$ cat src/rtl/prng_stream_if.sv
// Stream/control bundle for prng_stream: seed and burst-request inputs plus the
// valid/ready word stream and burst status back to the consumer.
interface prng_stream_if #(
  parameter int STATE_W = 32,
  parameter int OUT_W   = 8,
  parameter int LEN_W   = 16
);

  logic [STATE_W-1:0] i_seed;
  logic               i_seed_load;
  logic               i_req;
  logic [LEN_W-1:0]   i_req_len;
  logic               i_ready;
  logic [OUT_W-1:0]   o_data;
  logic               o_valid;
  logic               o_busy;
  logic               o_done;

  modport master (
    output i_seed, i_seed_load, i_req, i_req_len, i_ready,
    input  o_data, o_valid, o_busy, o_done
  );

  modport slave (
    input  i_seed, i_seed_load, i_req, i_req_len, i_ready,
    output o_data, o_valid, o_busy, o_done
  );

endinterface

$ cat src/rtl/prng_stream.sv
// Xorshift PRNG (32- or 64-bit state) with seed loading, zero-seed guard and a
// burst engine that streams a requested number of words over valid/ready.
module prng_stream #(
  parameter int                 STATE_W      = 32,
  parameter int                 OUT_W        = 8,
  parameter int                 LEN_W        = 16,
  parameter logic [STATE_W-1:0] DEFAULT_SEED = STATE_W'(32'h2545F491)
) (
  input logic          i_clk,
  input logic          i_reset_n,
  prng_stream_if.slave bus
);

  localparam logic [1:0] IDLE = 2'd0;
  localparam logic [1:0] RUN  = 2'd1;
  localparam logic [1:0] DONE = 2'd2;

  // Elaboration-time guards: only the two published xorshift variants exist.
  if (!(STATE_W == 32 || STATE_W == 64)) begin : gBadStateW
    $error("prng_stream: STATE_W must be 32 or 64");
  end
  if (OUT_W < 1 || OUT_W > STATE_W) begin : gBadOutW
    $error("prng_stream: OUT_W must be in 1..STATE_W");
  end
  if (DEFAULT_SEED == '0) begin : gBadSeed
    $error("prng_stream: DEFAULT_SEED must be nonzero");
  end

  logic [1:0]         fsmState_q,   fsmState_d;
  logic [STATE_W-1:0] prngState_q,  prngState_d;
  logic [LEN_W-1:0]   burstCount_q, burstCount_d;
  logic [STATE_W-1:0] safeSeed;
  logic               transfer;

  function automatic logic [STATE_W-1:0] xorshiftStep(input logic [STATE_W-1:0] x);
    logic [STATE_W-1:0] t;
    t = x;
    if (STATE_W == 64) begin
      t = t ^ (t << 13);
      t = t ^ (t >> 7);
      t = t ^ (t << 17);
    end else begin
      t = t ^ (t << 13);
      t = t ^ (t >> 17);
      t = t ^ (t << 5);
    end
    return t;
  endfunction

  // A zero state would lock xorshift at zero forever, so substitute the default.
  assign safeSeed = (bus.i_seed == '0) ? DEFAULT_SEED : bus.i_seed;
  assign transfer = (fsmState_q == RUN) && bus.i_ready;

  always_comb begin
    fsmState_d   = fsmState_q;
    prngState_d  = prngState_q;
    burstCount_d = burstCount_q;
    case (fsmState_q)
      IDLE: begin
        if (bus.i_seed_load) begin
          prngState_d = safeSeed;
        end
        if (bus.i_req) begin
          if (bus.i_req_len != '0) begin
            burstCount_d = bus.i_req_len;
            fsmState_d   = RUN;
          end else begin
            fsmState_d   = DONE;
          end
        end
      end
      RUN: begin
        // State and count only move on an accepted word, keeping o_data stable while stalled.
        if (transfer) begin
          prngState_d  = xorshiftStep(prngState_q);
          burstCount_d = burstCount_q - LEN_W'(1);
          if (burstCount_q == LEN_W'(1)) begin
            fsmState_d = DONE;
          end
        end
      end
      DONE: begin
        fsmState_d = IDLE;
      end
      default: begin
        fsmState_d = IDLE;
      end
    endcase
  end

  always_ff @(posedge i_clk or negedge i_reset_n) begin
    if (!i_reset_n) begin
      fsmState_q   <= IDLE;
      prngState_q  <= DEFAULT_SEED;
      burstCount_q <= '0;
    end else begin
      fsmState_q   <= fsmState_d;
      prngState_q  <= prngState_d;
      burstCount_q <= burstCount_d;
    end
  end

  assign bus.o_data  = prngState_q[OUT_W-1:0];
  assign bus.o_valid = (fsmState_q == RUN);
  assign bus.o_busy  = (fsmState_q == RUN) || (fsmState_q == DONE);
  assign bus.o_done  = (fsmState_q == DONE);

  holdWhileStalled: assert property (@(posedge i_clk) disable iff (!i_reset_n)
    (bus.o_valid && !bus.i_ready) |=> (bus.o_valid && $stable(bus.o_data)));

endmodule
$ cat src/flat_wrapper.sv
// flat-port wrapper written by rule: the top's interface ports become plain ports
module prng_stream_flat 
#(
  parameter int                 STATE_W      = 32,
  parameter int                 OUT_W        = 8,
  parameter int                 LEN_W        = 16,
  parameter logic [STATE_W-1:0] DEFAULT_SEED = STATE_W'(32'h2545F491)
)
  (i_clk, i_reset_n, bus_i_seed, bus_i_seed_load, bus_i_req, bus_i_req_len, bus_i_ready, bus_o_data, bus_o_valid, bus_o_busy, bus_o_done);
  prng_stream_if #(.STATE_W(STATE_W), .OUT_W(OUT_W), .LEN_W(LEN_W)) bus_i ();
  input logic i_clk;
  input logic i_reset_n;
  input wire logic [$bits(bus_i.i_seed)-1:0] bus_i_seed;
  input wire logic [$bits(bus_i.i_seed_load)-1:0] bus_i_seed_load;
  input wire logic [$bits(bus_i.i_req)-1:0] bus_i_req;
  input wire logic [$bits(bus_i.i_req_len)-1:0] bus_i_req_len;
  input wire logic [$bits(bus_i.i_ready)-1:0] bus_i_ready;
  output wire logic [$bits(bus_i.o_data)-1:0] bus_o_data;
  output wire logic [$bits(bus_i.o_valid)-1:0] bus_o_valid;
  output wire logic [$bits(bus_i.o_busy)-1:0] bus_o_busy;
  output wire logic [$bits(bus_i.o_done)-1:0] bus_o_done;
  assign bus_i.i_seed = bus_i_seed;
  assign bus_i.i_seed_load = bus_i_seed_load;
  assign bus_i.i_req = bus_i_req;
  assign bus_i.i_req_len = bus_i_req_len;
  assign bus_i.i_ready = bus_i_ready;
  assign bus_o_data = bus_i.o_data;
  assign bus_o_valid = bus_i.o_valid;
  assign bus_o_busy = bus_i.o_busy;
  assign bus_o_done = bus_i.o_done;
  prng_stream #(.STATE_W(STATE_W), .OUT_W(OUT_W), .LEN_W(LEN_W), .DEFAULT_SEED(DEFAULT_SEED)) u_core (.i_clk(i_clk), .i_reset_n(i_reset_n), .bus(bus_i));
endmodule
$ cat config.mk
export PLATFORM = sky130hd
export DESIGN_NAME = prng_stream_flat
export DESIGN_NICKNAME = d
export VERILOG_FILES = /design/src/rtl/prng_stream_if.sv /design/src/rtl/prng_stream.sv /design/src/flat_wrapper.sv
export SDC_FILE = /design/constraint.sdc
export NUM_CORES = 1
export LEC_CHECK = 0
export BUFFER_PORTS_ARGS = -buffer_cell sky130_fd_sc_hd__buf_2
export CORE_AREA = 2 2 94 96
export DETAILED_ROUTE_END_ITERATION = 8
export DIE_AREA = 0 0 96 98
export HOLD_SLACK_MARGIN = 0.1
export PLACE_DENSITY_LB_ADDON = 0.3
export SLEW_MARGIN = 20
export SYNTH_ARGS = -nofsm -noshare
export SYNTH_HDL_FRONTEND = slang
export SYNTH_SLANG_ARGS = --single-unit
$ cat constraint.sdc
create_clock -name i_clk -period 4.3 [get_ports i_clk]
set_clock_uncertainty 0.2 [all_clocks]
set_input_delay 0.86 -clock i_clk [delete_from_list [all_inputs] [get_ports i_clk]]
set_output_delay 0.86 -clock i_clk [all_outputs]
set_load 0.02 [all_outputs]
==> results of run 1 <==
-- cells in the mapped netlist, drive strengths merged, types with 6 or more instances --
library cell / instances / area (um^2)
nor3: 11 / 75.07
o221a: 8 / 90.08
dfrtp: 36 / 900.9
dfstp: 14 / 367.9
o22ai: 19 / 118.9
xnor2: 38 / 347.8
clkbuf: 11 / 41.29
nand3: 18 / 90.09
nand2: 31 / 121.4
nor4: 13 / 81.33
o31ai: 8 / 60.06
inv: 8 / 30.03
xor2: 11 / 111.4
a21oi: 38 / 197.7
xnor3: 6 / 135.1
buf: 23 / 155.2
o21ai: 19 / 95.09
nor2: 22 / 82.58
-- cells by family after synthesis --
kind of cell / Yosys count / share of synthesized area [%]
AND/OR/NAND/NOR: 130 / 19.46
multiplexers: 5 / 1.390
buffers and inverters: 42 / 6.138
XOR/XNOR: 55 / 16.11
adder cells (fa/ha/maj): 5 / 1.695
AO/OA/AOI/OAI: 115 / 20.82
flip-flops: 50 / 34.38
-- final cells by class --
type | count | area [um^2]
fill | 831 | 4387
sequential | 50 | 1269
inverter | 8 | 30.03
tap | 108 | 135.1
timing repair buffer | 68 | 352.8
clock buffer | 6 | 82.58
clock inverter | 2 | 12.51
multi-input combinational | 310 | 2197
-- per-stage QoR --
stage                     setup slack (ns)  hold WS, ns
after floorplan                      2.046       0.2465
after global placement               1.264       0.2580
after detailed placement             1.315       0.2677
after CTS                            1.266       0.2814
after global routing                 1.120       0.3041
final                                1.261       0.2782
-- metal layers --
metal	part of all wire, %	up-vias	wire (um)
met2	48	119	4930
met4	1.6	0	162
met3	6.2	13	631
met1	44	1581	4512
li1	-	1567	-
met5	0	-	0
-- critical path: cells and delay by family, from the launching register on --
kind / cells / cell delay, ns
DFF: 1 / 0.41
buffers and inverters: 3 / 0.82
adders and majority gates: 1 / 0.45
-- path summary, 6_finish.rpt --
kind                                          end  cells after the start  slack (ns)              startpoint
hold reg to reg            u_core.prngState_q[22]                      2        0.28  u_core.prngState_q[22]
max in group asynchronous  u_core.prngState_q[22]                      2        2.72               i_reset_n
hold / removal             u_core.prngState_q[22]                      2        0.28  u_core.prngState_q[22]
setup reg to reg            u_core.prngState_q[0]                      7        1.50    u_core.fsmState_q[1]
min in group asynchronous  u_core.prngState_q[21]                      1        0.32               i_reset_n
setup / recovery                      bus_o_valid                      4        1.26    u_core.fsmState_q[1]
-- where the power goes --
part           leakage, nW  switching, mW  total [mW]  internal (mW)
Combinational         1.06           1.52        2.81           1.29
Clock               0.0472          0.172       0.302          0.130
Sequential           0.549          0.341        1.11          0.770
-- registers in the layout (all words and copies together), names as in the netlist --
| signal | cells |
|---|---|
| u_core.fsmState_q | 2 |
| u_core.burstCount_q | 16 |
| u_core.prngState_q | 32 |
==> metrics.txt, run 1 <==
status=completed; met3 usage=3.241%; root buf cell=clkbuf_8; H-tree depth=2; Post-Route Setup TNS=0 ns; Cell variety after synth=59; Die W=96 um; ANT nets after route=0; cts bufs inserted=5; crit start category=flop; I/O Buffers=63; Avg Cell Area, Syn=9.179 um^2; total track usage=21.89%; cell area power density=1035 mW/mm^2; synthesized flop and latch total=50; Worst path slowest cell=buf_4; static leakage=1.658 nW; WP data required=3.24 ns; wirelength, routed=10,240 um; hpwl dp=7435 um; GPL Wtd Cong=0.8849; Clk Latency, worst-skew pair=0.31 ns; most frequent cells in the layout=buf_2 (63), a21oi_1 (36), xnor2_1 (36), dfrtp_1 (36), nand2_1 (29); GRT busiest layer=met2; syn_nets=460; vias per std cell=5.942; Cells after Synth=402; CTS Hold Bufs=0; largest net degree at the start of global routing=40; unrepaired setup endpoints after global routing=no; Finished Cell Area=0.004079 mm^2; Setup Fix Bufs, Post-CTS=0; Pre-antenna DRT Iters=5; CP Data Arrival Time=1.98 ns; YS warnings=0; clk sinks=50; diode count=0; worst path cell trace=inv_1, ha_2, buf_4, buf_2; initial antenna violation count=0; NumNets Final=501; Overflow after GRT=0; synthesized cell area=0.003690 mm^2; post-synthesis sequential area ratio=34.38%; post-DR wirelength/cell=18.54 um; Post-Layout Cell Count=552; core area=0.008466 mm^2; Max Cap Violations=0; die height=98 um; DRC=0; ys flop type=dfrtp_1; crit path max fanout=39; met1 Resource Use GR=29.96%; Max clock buf depth=2; first-pass GRT wire length=16,280 um; Final setup viols=0; Clk pin slew, worst setup/hold paths=0.09 ns; Ports=64; Slew Limit Fails=0; Worst Max-Slew Pin Slew=0.8565 ns; Placed Cells=544; ratio of final minimum period to clock period=70.68%; CTS tree=done; Tot Pwr=4.220 mW; Post-synth EDFFs=0; Hold Vio Cnt, Final=0; Area Overhead vs Synth=10.55%; FFs w/ async S/R, synth=100.0%; DP Area=0.003984 mm^2; Finished Core Util=48.18%; post-cts resize count=0; site row count=34; Worst path max stage delay=0.47 ns; met2 Use GR=36.43%; Peak VDD IR=0.3844 mV; relative slew slack=42.69%; max frequency=0.3290 GHz; CP endpoint kind=output port; vias in the first global route=3,196; via count=3,280; most common cell after layout, fill and taps aside=buf_2; critical path class=flop to output port; Die Area=0.009408 mm^2; share of post-route cells with drive strength above 1=25.90%; Hold Crit Class=flop to flop; Iter 0 DRT Violations=160; Tmin final=3.039 ns; Starting Density=43.59%
Power figures use the tool's default switching activity.
==> inputs of run 2 (changes only) <==
- clock period: 4.3 -> 2.55 ns (I/O delays scaled with it)
==> metrics.txt, run 2 (synthesis results as in run 1) <==
largest net degree at the start of global routing=45; diode count=0; Hold Crit Start=bus_i_seed[24]; Die W=96 um; Worst Max-Slew Pin Slew=0.5976 ns; Pre-antenna DRT Iters=5; I/O Buffers=63; sw frac=46.66%; share of post-route cells with drive strength above 1=26.87%; die height=98 um; total track usage=21.73%; vias per std cell=5.906; via count=3,319; most frequent cells in the layout=buf_2 (63), a21oi_1 (36), xnor2_1 (36), dfrtp_1 (36), nand2_1 (29); combinational power share=66.8%; first-pass GRT wire length=16,030 um; Max clock buf depth=2; clock network power share=7.8%; Ports=64; most common cell after layout, fill and taps aside=buf_2; Area Overhead vs Synth=13.97%; worst r2r dst=u_core.prngState_q[13]; NumNets Final=511; Final setup viols=0; status=completed; crit path max fanout=40; critical path class=flop to output port; crit start category=flop; CP endpoint kind=output port; Seq pwr share=25.4%; Reg with most FFs=u_core.prngState_q; H-tree depth=2; cts bufs inserted=5; cell area power density=1731 mW/mm^2; vias in the first global route=3,185; Slew Limit Fails=0; Hold Vio Cnt, Final=0; Largest register FFs=32; Peak VDD IR=0.7364 mV; ANT nets after route=0; initial antenna violation count=0; max frequency=0.4174 GHz; hpwl dp=7462 um; Filler cells=812; static leakage=1.727 nW; CP Data Arrival Time=1.69 ns; GPL Wtd Cong=0.8624; Post-Route Setup TNS=0 ns; Clk pin slew, worst setup/hold paths=0.09 ns; ratio of final minimum period to clock period=93.96%; net switching power=3.396 mW; site row count=34; Max Cap Violations=0; hold worst-path end=u_core.prngState_q[24]; Top Registers=u_core.prngState_q x32, u_core.burstCount_q x16, u_core.fsmState_q x2; post-cts resize count=0; R2R depth=7; core area=0.008466 mm^2; wirelength, routed=9933 um; Hold Crit Class=input pin to flop; relative slew slack=60.16%; root buf cell=clkbuf_8; WP data required=1.84 ns; DRC=0; hold path depth=3; reg-to-reg critical path startpoint=u_core.fsmState_q[1]; register area=0.001269 mm^2; Tmin final=2.396 ns; Iter 0 DRT Violations=196; Clk Latency, worst-skew pair=0.31 ns; Die Area=0.009408 mm^2; Finished Core Util=49.67%; Starting Density=43.59%; unrepaired setup endpoints after global routing=no; CTS tree=done; post-DR wirelength/cell=17.67 um; slack of the worst reg-to-reg path=0.16 ns; Overflow after GRT=0; clk sinks=50; area occupied by multi-input gates=0.002197 mm^2; Pint=3.882 mW
run 2: changes by cell type in the layout (fill, tap and decap cells not counted), sizes merged:
cell | before | now
buf | 68 | 77
bufinv | 0 | 1
clkbuf | 6 | 7
clkinv | 1 | 0
clkinvlp | 1 | 0
dlygate4sd3 | 0 | 1
run 2: worst max-delay path by stage:
stage,from,to,slack (ns),cells after the start
2_1_floorplan,u_core.fsmState_q[1],u_core.prngState_q[4],0.45,8
3_3_place_gp,bus_i_req_len[11],u_core.burstCount_q[10],0.14,7
3_5_place_dp,bus_i_req_len[11],u_core.burstCount_q[10],0.1,7
4_1_cts,u_core.fsmState_q[1],u_core.burstCount_q[5],0.14,7
5_1_grt,u_core.fsmState_q[1],u_core.prngState_q[0],0.02,7
6_report,u_core.fsmState_q[1],bus_o_valid,0.15,4
run 2: layout make-up:
class | count | area share (%)
sequential | 50 | 30.17
timing repair buffer | 78 | 11.13
inverter | 8 | 0.7141
clock inverter | 1 | 0.7141
clock buffer | 7 | 1.815
tap | 108 | 3.213
multi-input combinational | 310 | 52.25
run 2: power groups by stage:
stage | Clock, mW | Sequential (mW) | Combinational, mW
after floorplan | 0 | 1.65 | 4.10
after global placement | 0 | 1.84 | 4.67
after detailed placement | 0 | 1.86 | 4.76
after CTS | 0.584 | 1.84 | 4.78
after global routing | 0.619 | 1.91 | 5.33
final | 0.568 | 1.85 | 4.86
run 2: per-stage QoR:
step	power, mW	instances	instance area [um^2]	worst slack [ns]	hold slack (ns)
after floorplan	5.751	402	3690	0.4504	0.01441
after global placement	6.508	551	4061	0.1402	0.2584
after detailed placement	6.613	551	4061	0.09771	0.2616
after CTS	7.205	560	4178	0.1411	0.2341
after global routing	7.863	562	4205	0.01745	0.2497
final	7.279	562	4205	0.1540	0.2350
run 2: critical path, stage by stage (launching register included):
cell and delay (ns):
dfrtp_1 0.41, inv_1 0.09, ha_2 0.21, buf_4 0.41
buf_2 0.25
run 2: layer usage:
layer,vias to the layer above,wire length [um],track usage [%]
met4,0,137,5.385
met2,107,4956,38.03
met1,1614,4360,27.93
li1,1588,-,-
met3,10,479,2.932
met5,-,0,0
run 2: timing repair:
item	4_1_cts	5_1_grt
buffers inserted	0	2
setup endpoints to repair	0	1
endpoints found under the hold margin	14	0
hold buffers	1	0
==> inputs of run 3 (changes only) <==
- CTS_BUF_LIST: default -> sky130_fd_sc_hd__clkbuf_4 sky130_fd_sc_hd__clkbuf_8
- SKIP_CTS_REPAIR_TIMING: default -> 1
==> metrics.txt, run 3 (synthesis results as in run 1) <==
Placed Cells=551; hold path depth=3; Final setup viols=0; initial antenna violation count=0; Die W=96 um; vias per std cell=5.907; Clk pin slew, worst setup/hold paths=0.09 ns; max frequency=0.4178 GHz; Hold Vio Cnt, Final=0; cts bufs inserted=5; ANT nets after route=0; site row count=34; status=completed; first-pass GRT wire length=16,030 um; GPL Wtd Cong=0.8624; Ports=64; I/O Buffers=63; ratio of final minimum period to clock period=93.85%; critical path class=flop to output port; Iter 0 DRT Violations=175; hpwl dp=7462 um; Post-Layout Cell Count=561; via count=3,314; Filler cells=810; Max Cap Violations=0; total track usage=21.73%; cell area power density=1732 mW/mm^2; DRC=0; Starting Density=43.59%; CP Data Arrival Time=1.68 ns; crit start category=flop; Slew Limit Fails=0; Peak VDD IR=0.7400 mV; static leakage=1.729 nW; Post-Route Setup TNS=0 ns; clk sinks=50; Reg with most FFs=u_core.prngState_q; Area Overhead vs Synth=13.97%; H-tree depth=2; diode count=0; vias in the first global route=3,185; net switching power=3.396 mW; Top Registers=u_core.prngState_q x32, u_core.burstCount_q x16, u_core.fsmState_q x2; Max clock buf depth=2; largest net degree at the start of global routing=45; wirelength, routed=9949 um; CTS tree=done; relative slew slack=60.22%; Die Area=0.009408 mm^2; most common cell after layout, fill and taps aside=buf_2; clock network power share=8.1%; Pint=3.889 mW; Largest register FFs=32; crit path max fanout=40; Seq pwr share=25.4%; root buf cell=clkbuf_8; Hold Crit Class=input pin to flop; Clk Latency, worst-skew pair=0.31 ns; die height=98 um; Tmin final=2.393 ns; Pre-antenna DRT Iters=4; sw frac=46.61%; R2R depth=7; share of post-route cells with drive strength above 1=27.15%; core area=0.008466 mm^2; most frequent cells in the layout=buf_2 (63), a21oi_1 (36), xnor2_1 (36), dfrtp_1 (36), nand2_1 (29); CP endpoint kind=output port; NumNets Final=510; combinational power share=66.5%; Worst Max-Slew Pin Slew=0.5967 ns; post-DR wirelength/cell=17.73 um; Overflow after GRT=0; WP data required=1.84 ns; unrepaired setup endpoints after global routing=no
## run 3: changes by cell type in the layout (fill, tap and decap cells not counted), sizes merged
cell and change:
buf -1
## run 3: final timing paths
| path | slack, ns | to | start |
|---|---|---|---|
| max | 0.16 | bus_o_valid | u_core.fsmState_q[1] |
| min | 0.23 | u_core.prngState_q[24] | bus_i_seed[24] |
| max reg2reg | 0.17 | u_core.prngState_q[13] | u_core.fsmState_q[1] |
| min reg2reg | 0.28 | u_core.prngState_q[24] | u_core.prngState_q[24] |
| max in group asynchronous | 0.98 | u_core.prngState_q[0] | i_reset_n |
| min in group asynchronous | 0.53 | u_core.prngState_q[21] | i_reset_n |
## run 3: final cells by class
type	count	area, um^2	share of cell area (%)
clock buffers	7	83.83	1.993
clock inverters	1	30.03	0.7141
inverters	8	30.03	0.7141
multi-input cells	310	2197	52.25
flip-flops and latches	50	1269	30.17
well taps	108	135.1	3.213
repair buffers	77	460.4	10.95
## run 3: metal layers
metal | routed length (um) | global-route usage (%) | share of wire [%]
met4 | 151 | 5.385 | 1.5
met1 | 4309 | 27.93 | 43
met2 | 4936 | 38.03 | 50
met3 | 551 | 2.932 | 5.5
met5 | 0 | 0 | 0
## run 3: critical path: stages (launching register included)
cell	delay (ns)
dfrtp_1	0.41
inv_1	0.09
ha_2	0.21
buf_4	0.41
buf_2	0.25
## run 3: power by group through the flow
stage	Combinational, mW	Sequential (mW)	Clock, mW
2_1_floorplan	4.10	1.65	0
3_3_place_gp	4.67	1.84	0
3_5_place_dp	4.76	1.86	0
4_1_cts	4.78	1.84	0.605
5_1_grt	5.31	1.91	0.641
6_report	4.84	1.85	0.589
## run 3: through the flow
| stage | worst slack [ns] | hold WS, ns | utilization (%) | instance area, um^2 | total power [mW] |
|---|---|---|---|---|---|
| 6_report | 0.1567 | 0.2289 | 49.67 | 4205 | 7.285 |
| 3_5_place_dp | 0.09771 | 0.2616 | 47.98 | 4061 | 6.613 |
| 4_1_cts | 0.1411 | 0.006411 | 49.32 | 4175 | 7.226 |
| 3_3_place_gp | 0.1402 | 0.2584 | 47.98 | 4061 | 6.508 |
| 5_1_grt | 0.01811 | 0.2497 | 49.67 | 4205 | 7.861 |
| 2_1_floorplan | 0.4504 | 0.01441 | - | 3690 | 5.751 |
